==> config.mk <==
export PLATFORM = sky130hd
export DESIGN_NAME = uart16550_tx_engine
export DESIGN_NICKNAME = d
export VERILOG_FILES = /design/src/rtl/uart16550_pkg.sv /design/src/rtl/uart16550_tx_engine.sv
export SDC_FILE = /design/constraint.sdc
export NUM_CORES = 1
export LEC_CHECK = 0
export CORE_ASPECT_RATIO = 0.7
export CORE_UTILIZATION = 45
export DETAILED_ROUTE_END_ITERATION = 16
export PLACE_DENSITY = 0.71
export SYNTH_ARGS = -nofsm -noshare
export SYNTH_HDL_FRONTEND = slang
export SYNTH_SLANG_ARGS = --single-unit
==> constraint.sdc <==
create_clock -name clk -period 2.3 [get_ports clk]
set_input_delay 0.575 -clock clk [delete_from_list [all_inputs] [get_ports clk]]
set_output_delay 0.575 -clock clk [all_outputs]
set_load 0.01 [all_outputs]
==> src/rtl/uart16550_pkg.sv <==
// Shared UART 16550 types and helpers used by both the TX and RX engines.
package uart16550_pkg;

    typedef enum logic [2:0] {
        TX_IDLE,
        TX_START,
        TX_DATA,
        TX_PARITY,
        TX_STOP
    } tx_state_t;

    localparam logic [1:0] WLS_5 = 2'b00;
    localparam logic [1:0] WLS_6 = 2'b01;
    localparam logic [1:0] WLS_7 = 2'b10;
    localparam logic [1:0] WLS_8 = 2'b11;

    function automatic logic [3:0] data_bit_count(input logic [1:0] wls);
        return 4'd5 + {2'b00, wls};
    endfunction

    // Parity over the active data bits only; stick parity overrides to ~eps.
    function automatic logic calc_parity(input logic [7:0] data, input logic [1:0] wls,
                                         input logic eps, input logic sticky);
        logic [7:0] mask;
        logic       x;
        unique case (wls)
            WLS_5:   mask = 8'h1F;
            WLS_6:   mask = 8'h3F;
            WLS_7:   mask = 8'h7F;
            default: mask = 8'hFF;
        endcase
        x = ^(data & mask);
        if (sticky)
            return ~eps;
        return eps ? x : ~x;
    endfunction

endpackage

==> src/rtl/uart16550_tx_engine.sv <==
// UART 16550 transmit shift engine: pops characters from the TX FIFO and
// serialises start/data/parity/stop bits onto tx, timed by baud_pulse.
module uart16550_tx_engine
    import uart16550_pkg::*;
#(
    parameter int OVERSAMPLE = 16
) (
    input  logic       clk,
    input  logic       rst,
    input  logic       baud_pulse,
    input  logic       fifo_empty,
    input  logic [7:0] fifo_dout,
    output logic       fifo_pop,
    input  logic [1:0] wls,
    input  logic       stb,
    input  logic       pen,
    input  logic       eps,
    input  logic       sticky_par,
    input  logic       set_break,
    output logic       tx,
    output logic       tsr_empty,
    output logic       frame_done
);

    localparam int TW = $clog2(2 * OVERSAMPLE);
    localparam logic [TW-1:0] LIM_1  = TW'(OVERSAMPLE - 1);
    localparam logic [TW-1:0] LIM_15 = TW'(3 * OVERSAMPLE / 2 - 1);
    localparam logic [TW-1:0] LIM_2  = TW'(2 * OVERSAMPLE - 1);

    tx_state_t     state_q, state_d;
    logic [TW-1:0] tick_q, tick_d;
    logic [2:0]    idx_q, idx_d;
    logic [7:0]    data_q, data_d;
    logic [1:0]    wls_q, wls_d;
    logic          stb_q, stb_d;
    logic          pen_q, pen_d;
    logic          eps_q, eps_d;
    logic          stk_q, stk_d;
    logic          tx_q, tx_d;
    logic          tsr_empty_q, tsr_empty_d;

    logic          pop;
    logic          done;
    logic [TW-1:0] bit_lim;
    logic          bit_end;
    logic [2:0]    last_idx;

    always_comb begin
        bit_lim = LIM_1;
        if (state_q == TX_STOP && stb_q)
            bit_lim = (wls_q == WLS_5) ? LIM_15 : LIM_2;
    end

    assign bit_end  = baud_pulse && (tick_q == bit_lim);
    assign last_idx = 3'(data_bit_count(wls_q) - 4'd1);

    always_comb begin
        state_d = state_q;
        tick_d  = tick_q;
        idx_d   = idx_q;
        pop     = 1'b0;
        done    = 1'b0;

        if (state_q != TX_IDLE && baud_pulse)
            tick_d = tick_q + 1'b1;

        unique case (state_q)
            TX_IDLE: begin
                tick_d = '0;
                if (!fifo_empty) begin
                    pop     = 1'b1;
                    state_d = TX_START;
                end
            end
            TX_START: begin
                if (bit_end) begin
                    state_d = TX_DATA;
                    idx_d   = '0;
                    tick_d  = '0;
                end
            end
            TX_DATA: begin
                if (bit_end) begin
                    tick_d = '0;
                    if (idx_q == last_idx)
                        state_d = pen_q ? TX_PARITY : TX_STOP;
                    else
                        idx_d = idx_q + 3'd1;
                end
            end
            TX_PARITY: begin
                if (bit_end) begin
                    state_d = TX_STOP;
                    tick_d  = '0;
                end
            end
            TX_STOP: begin
                if (bit_end) begin
                    done   = 1'b1;
                    tick_d = '0;
                    // Back-to-back frames: reload straight into START with no idle gap.
                    if (!fifo_empty) begin
                        pop     = 1'b1;
                        state_d = TX_START;
                    end else begin
                        state_d = TX_IDLE;
                    end
                end
            end
            default: state_d = TX_IDLE;
        endcase
    end

    // Line settings are captured with the character so mid-frame writes wait for the next frame.
    always_comb begin
        data_d = data_q;
        wls_d  = wls_q;
        stb_d  = stb_q;
        pen_d  = pen_q;
        eps_d  = eps_q;
        stk_d  = stk_q;
        if (pop) begin
            data_d = fifo_dout;
            wls_d  = wls;
            stb_d  = stb;
            pen_d  = pen;
            eps_d  = eps;
            stk_d  = sticky_par;
        end
    end

    always_comb begin
        tx_d = 1'b1;
        unique case (state_d)
            TX_START:  tx_d = 1'b0;
            TX_DATA:   tx_d = data_q[idx_d];
            TX_PARITY: tx_d = calc_parity(data_q, wls_q, eps_q, stk_q);
            default:   tx_d = 1'b1;
        endcase
        tsr_empty_d = (state_d == TX_IDLE);
    end

    always_ff @(posedge clk) begin
        if (rst) begin
            state_q     <= TX_IDLE;
            tick_q      <= '0;
            idx_q       <= '0;
            data_q      <= '0;
            wls_q       <= WLS_5;
            stb_q       <= 1'b0;
            pen_q       <= 1'b0;
            eps_q       <= 1'b0;
            stk_q       <= 1'b0;
            tx_q        <= 1'b1;
            tsr_empty_q <= 1'b1;
        end else begin
            state_q     <= state_d;
            tick_q      <= tick_d;
            idx_q       <= idx_d;
            data_q      <= data_d;
            wls_q       <= wls_d;
            stb_q       <= stb_d;
            pen_q       <= pen_d;
            eps_q       <= eps_d;
            stk_q       <= stk_d;
            tx_q        <= tx_d;
            tsr_empty_q <= tsr_empty_d;
        end
    end

    // pop/done are combinational; masking with rst keeps the FIFO untouched while reset is held.
    assign fifo_pop   = pop & ~rst;
    assign frame_done = done & ~rst;
    assign tx         = tx_q & ~set_break;
    assign tsr_empty  = tsr_empty_q;

endmodule

==> results by group <==
Outcome
  – Status: complete, but fails checks
  – Failing checks: negative setup slack

Global route
  – First-pass GRT wire length: 6.48 mm
  – Total grt overflow: 0
  – Initial antenna violation count: 0
  – Vias in the first global route: 1398
  – Largest net degree at the start of global routing: 16
  – GRT Overall Usage: 0.235

Clocking
  – Cts hold-fix bufs: 0
  – Clock sink total: 27
  – CTS tree: built
  – Max clock buf depth: 2
  – Worst-Skew Late Latency: 0.28 ns
  – CTS H-tree lvls: 1
  – Total CTS buffers: 3
  – Clock root cell: clkbuf_8
  – Worst-path clk slew: 0.09 ns

Placed design
  – Dpl hpwl: 3.08 mm
  – Placed cell count: 259
  – GPL Wtd Cong: 0.945
  – Placed cell area: 2010 um^2
  – Port bufs: 22

Finish
  – Design area: 2150 um^2
  – Layout cells sized above 1: 0.301
  – Footprint of the multi-input gates: 1020 um^2
  – Most frequent cells in the layout: buf_4, nor2_1, dfxtp_1, clkdlybuf4s50_1, mux2i_1
  – Fill cells: 262
  – Reg area: 546 um^2
  – ANT cells: 0
  – Area Overhead vs Synth: 38.4%
  – Commonest non-fill, non-tap cell in the layout: buf_4
  – Non-Filler Instances: 266
  – Fin nets: 241

Critical path
  – Critical Path, Cell by Cell: clkdlybuf4s15_2 -> nand4_1 -> or3_4 -> a311o_1 -> nor2_4 -> buf_6
  – WP data required: 1.73 ns
  – Arr. time, crit path: 1.79 ns
  – Crit-path leading delay family: simple AND/OR/NAND/NOR gates
  – CP Launch Type: input port
  – CP max stage delay: 0.35 ns
  – Crit path max fanout: 3
  – R2R depth: 10
  – Worst path depth: 6
  – WP buf/inv: 2
  – Crit-path slowest cell: or3_4
  – Setup CP Type: in2out
  – Critical path endpoint category: output port

Min path
  – Min-Delay Path Class: reg2reg
  – Hold depth: 2

Yosys
  – Sequential-to-total area share from yosys stat: 0.348
  – Synth Area in Adders: 0.0161
  – Distinct cells, synth: 53
  – Largest cells by area after synthesis: dfxtp_1, mux2i_1, nor2_1, xnor2_1, nor2b_1
  – Post-Synth Simple-Gate Area: 0.244
  – Yosys top cell by area: dfxtp_1
  – Largest family of logic cells by synthesized area: simple AND/OR/NAND/NOR gates
  – Synth Area in Compound Gates: 0.163
  – #FFs+latches synth: 27
  – Yosys top cell area share: 0.348
  – Syn avg cell area: 9.25 um^2
  – Primary FF master, synth: dfxtp_1
  – Async set-reset flop share out of synthesis: 0
  – Synth warn: 0
  – Post-synth EDFFs: 0
  – Cell count after synthesis: 168
  – Synth Cell Area: 1550 um^2
  – Net Count, Synth: 189
  – Xor and xnor fraction of the mapped netlist area: 0.0765
  – Mux contribution to synthesized area: 0.110

Power and ir drop
  – Total Power: 989 uW
  – Leakage dissipation: 0.916 nW
  – Worst IR Drop VDD: 303 uV
  – Cell Pwr Density: 460 nW/um^2

Job
  – Total of max-cap violations: 0

Detailed routing
  – Vias per cell: 5.52
  – Drt pass-1 iters: 4
  – DRC Markers: 0
  – Drt wl/cell: 16.0 um
  – Final ANT Viol Nets: 0
  – First-iteration detailed-routing DRC count: 101
  – WL final: 4.26 mm
  – Vias: 1469

STA
  – Final Critical Period: 2.37 ns
  – Worst slew margin: 0.746
  – Clk_skew: 0.00212 ns
  – PnR worst setup slack: -0.0698 ns
  – Setup TNS: -0.0941 ns
  – Fmax: 422 MHz
  – Slew @ Worst Pin: 0.380 ns
  – Final setup fails: 2
  – Ratio of final minimum period to clock period: 1.03
  – RSZ-0062 raised after global routing: yes
  – Final slew viol count: 0
  – Final Hold Fails: 0

Floorplan
  – Initial Util: 0.484
  – Ports: 23
  – Die ar.: 3700 um^2
  – FP Rows: 17
  – Vert. Die Dim: 51.2 um
  – Core ar.: 3210 um^2
  – Die Width: 72.2 um
[per-stage QoR]
step           setup slack [ns]  utilization  hold WS (ns)
3_3_place_gp             -0.778        0.626         0.488
6_report                -0.0698        0.670         0.520
3_5_place_dp             -0.799        0.626         0.497
5_1_grt                  -0.128        0.670         0.576
4_1_cts                  -0.119        0.656         0.522
2_1_floorplan           -0.0143            -         0.463
[synth_stat cells, types with 3 or more instances]
master	n
a21oi_1	3
and3_1	3
buf_6	3
clkbuf_1	4
dfxtp_1	27
inv_1	3
mux2i_1	16
nand2_1	4
nand4_1	4
nor2_1	27
nor2b_1	7
o21a_1	3
o21ai_0	4
xnor2_1	8
xor2_1	3
[cell type report]
class                      instances  share of cell area
clock buffer                       3              0.0192
inverter                           3             0.00524
timing repair buffer              55               0.218
multi-input combinational        130               0.474
sequential                        27               0.254
tap                               47              0.0273
clock inverter                     1             0.00233
[cells by family (layout without fill, tap and decap cells)]
kind of cell               count (synthesis)  in the layout
adders and majority gates                  2              2
AOI/OAI and AO/OA                         31             31
buffers and inverters                     11             62
and+or+nand+nor                           68             68
muxes                                     17             17
DFF                                       27             27
xor gates and xnor gates                  12             12
[layer usage]
metal	share of wire	up-vias	global-route usage
met5	0	-	0
met4	0.018	0	0.0556
met3	0.073	14	0.0414
met2	0.48	63	0.407
met1	0.43	679	0.304
li1	-	713	-
[final timing paths]
path | startpoint | to | slack [ns]
max | baud_pulse | fifo_pop | -0.07
min reg2reg | stk_q$_SDFFE_PP0P_ | stk_q$_SDFFE_PP0P_ | 0.52
min | stk_q$_SDFFE_PP0P_ | stk_q$_SDFFE_PP0P_ | 0.52
max reg2reg | tick_q[1]$_SDFF_PP0_ | tx_q$_SDFF_PP1_ | -0.02
[power by group]
group          total (mW)  internal (mW)  leakage (nW)  switching, mW
registers           0.505          0.489         0.222         0.0158
logic               0.206          0.115         0.668         0.0917
clock network       0.278          0.122        0.0255          0.156
[timing repair]
item                                    CTS  global route
pin swaps                                 5             2
setup buffers                             2             1
endpoints found under the setup margin    4             3
gates resized for setup                  21             7
hold endpoints to repair                  0             0
[state kept, by name, summed over array words and instances (netlist names)]
register	cells
idx_q	3
tsr_empty	1
stb_q	1
eps_q	1
state_q	3
stk_q	1
tick_q	5
wls_q	2
tx_q	1
pen_q	1
data_q	8
[worst min-delay path, cell delays in order, from the launching register on]
cell     delay, ns
dfxtp_1       0.35
mux2i_1       0.07
nor2_1        0.07
No activity file was read; power rests on OpenSTA's default activity.
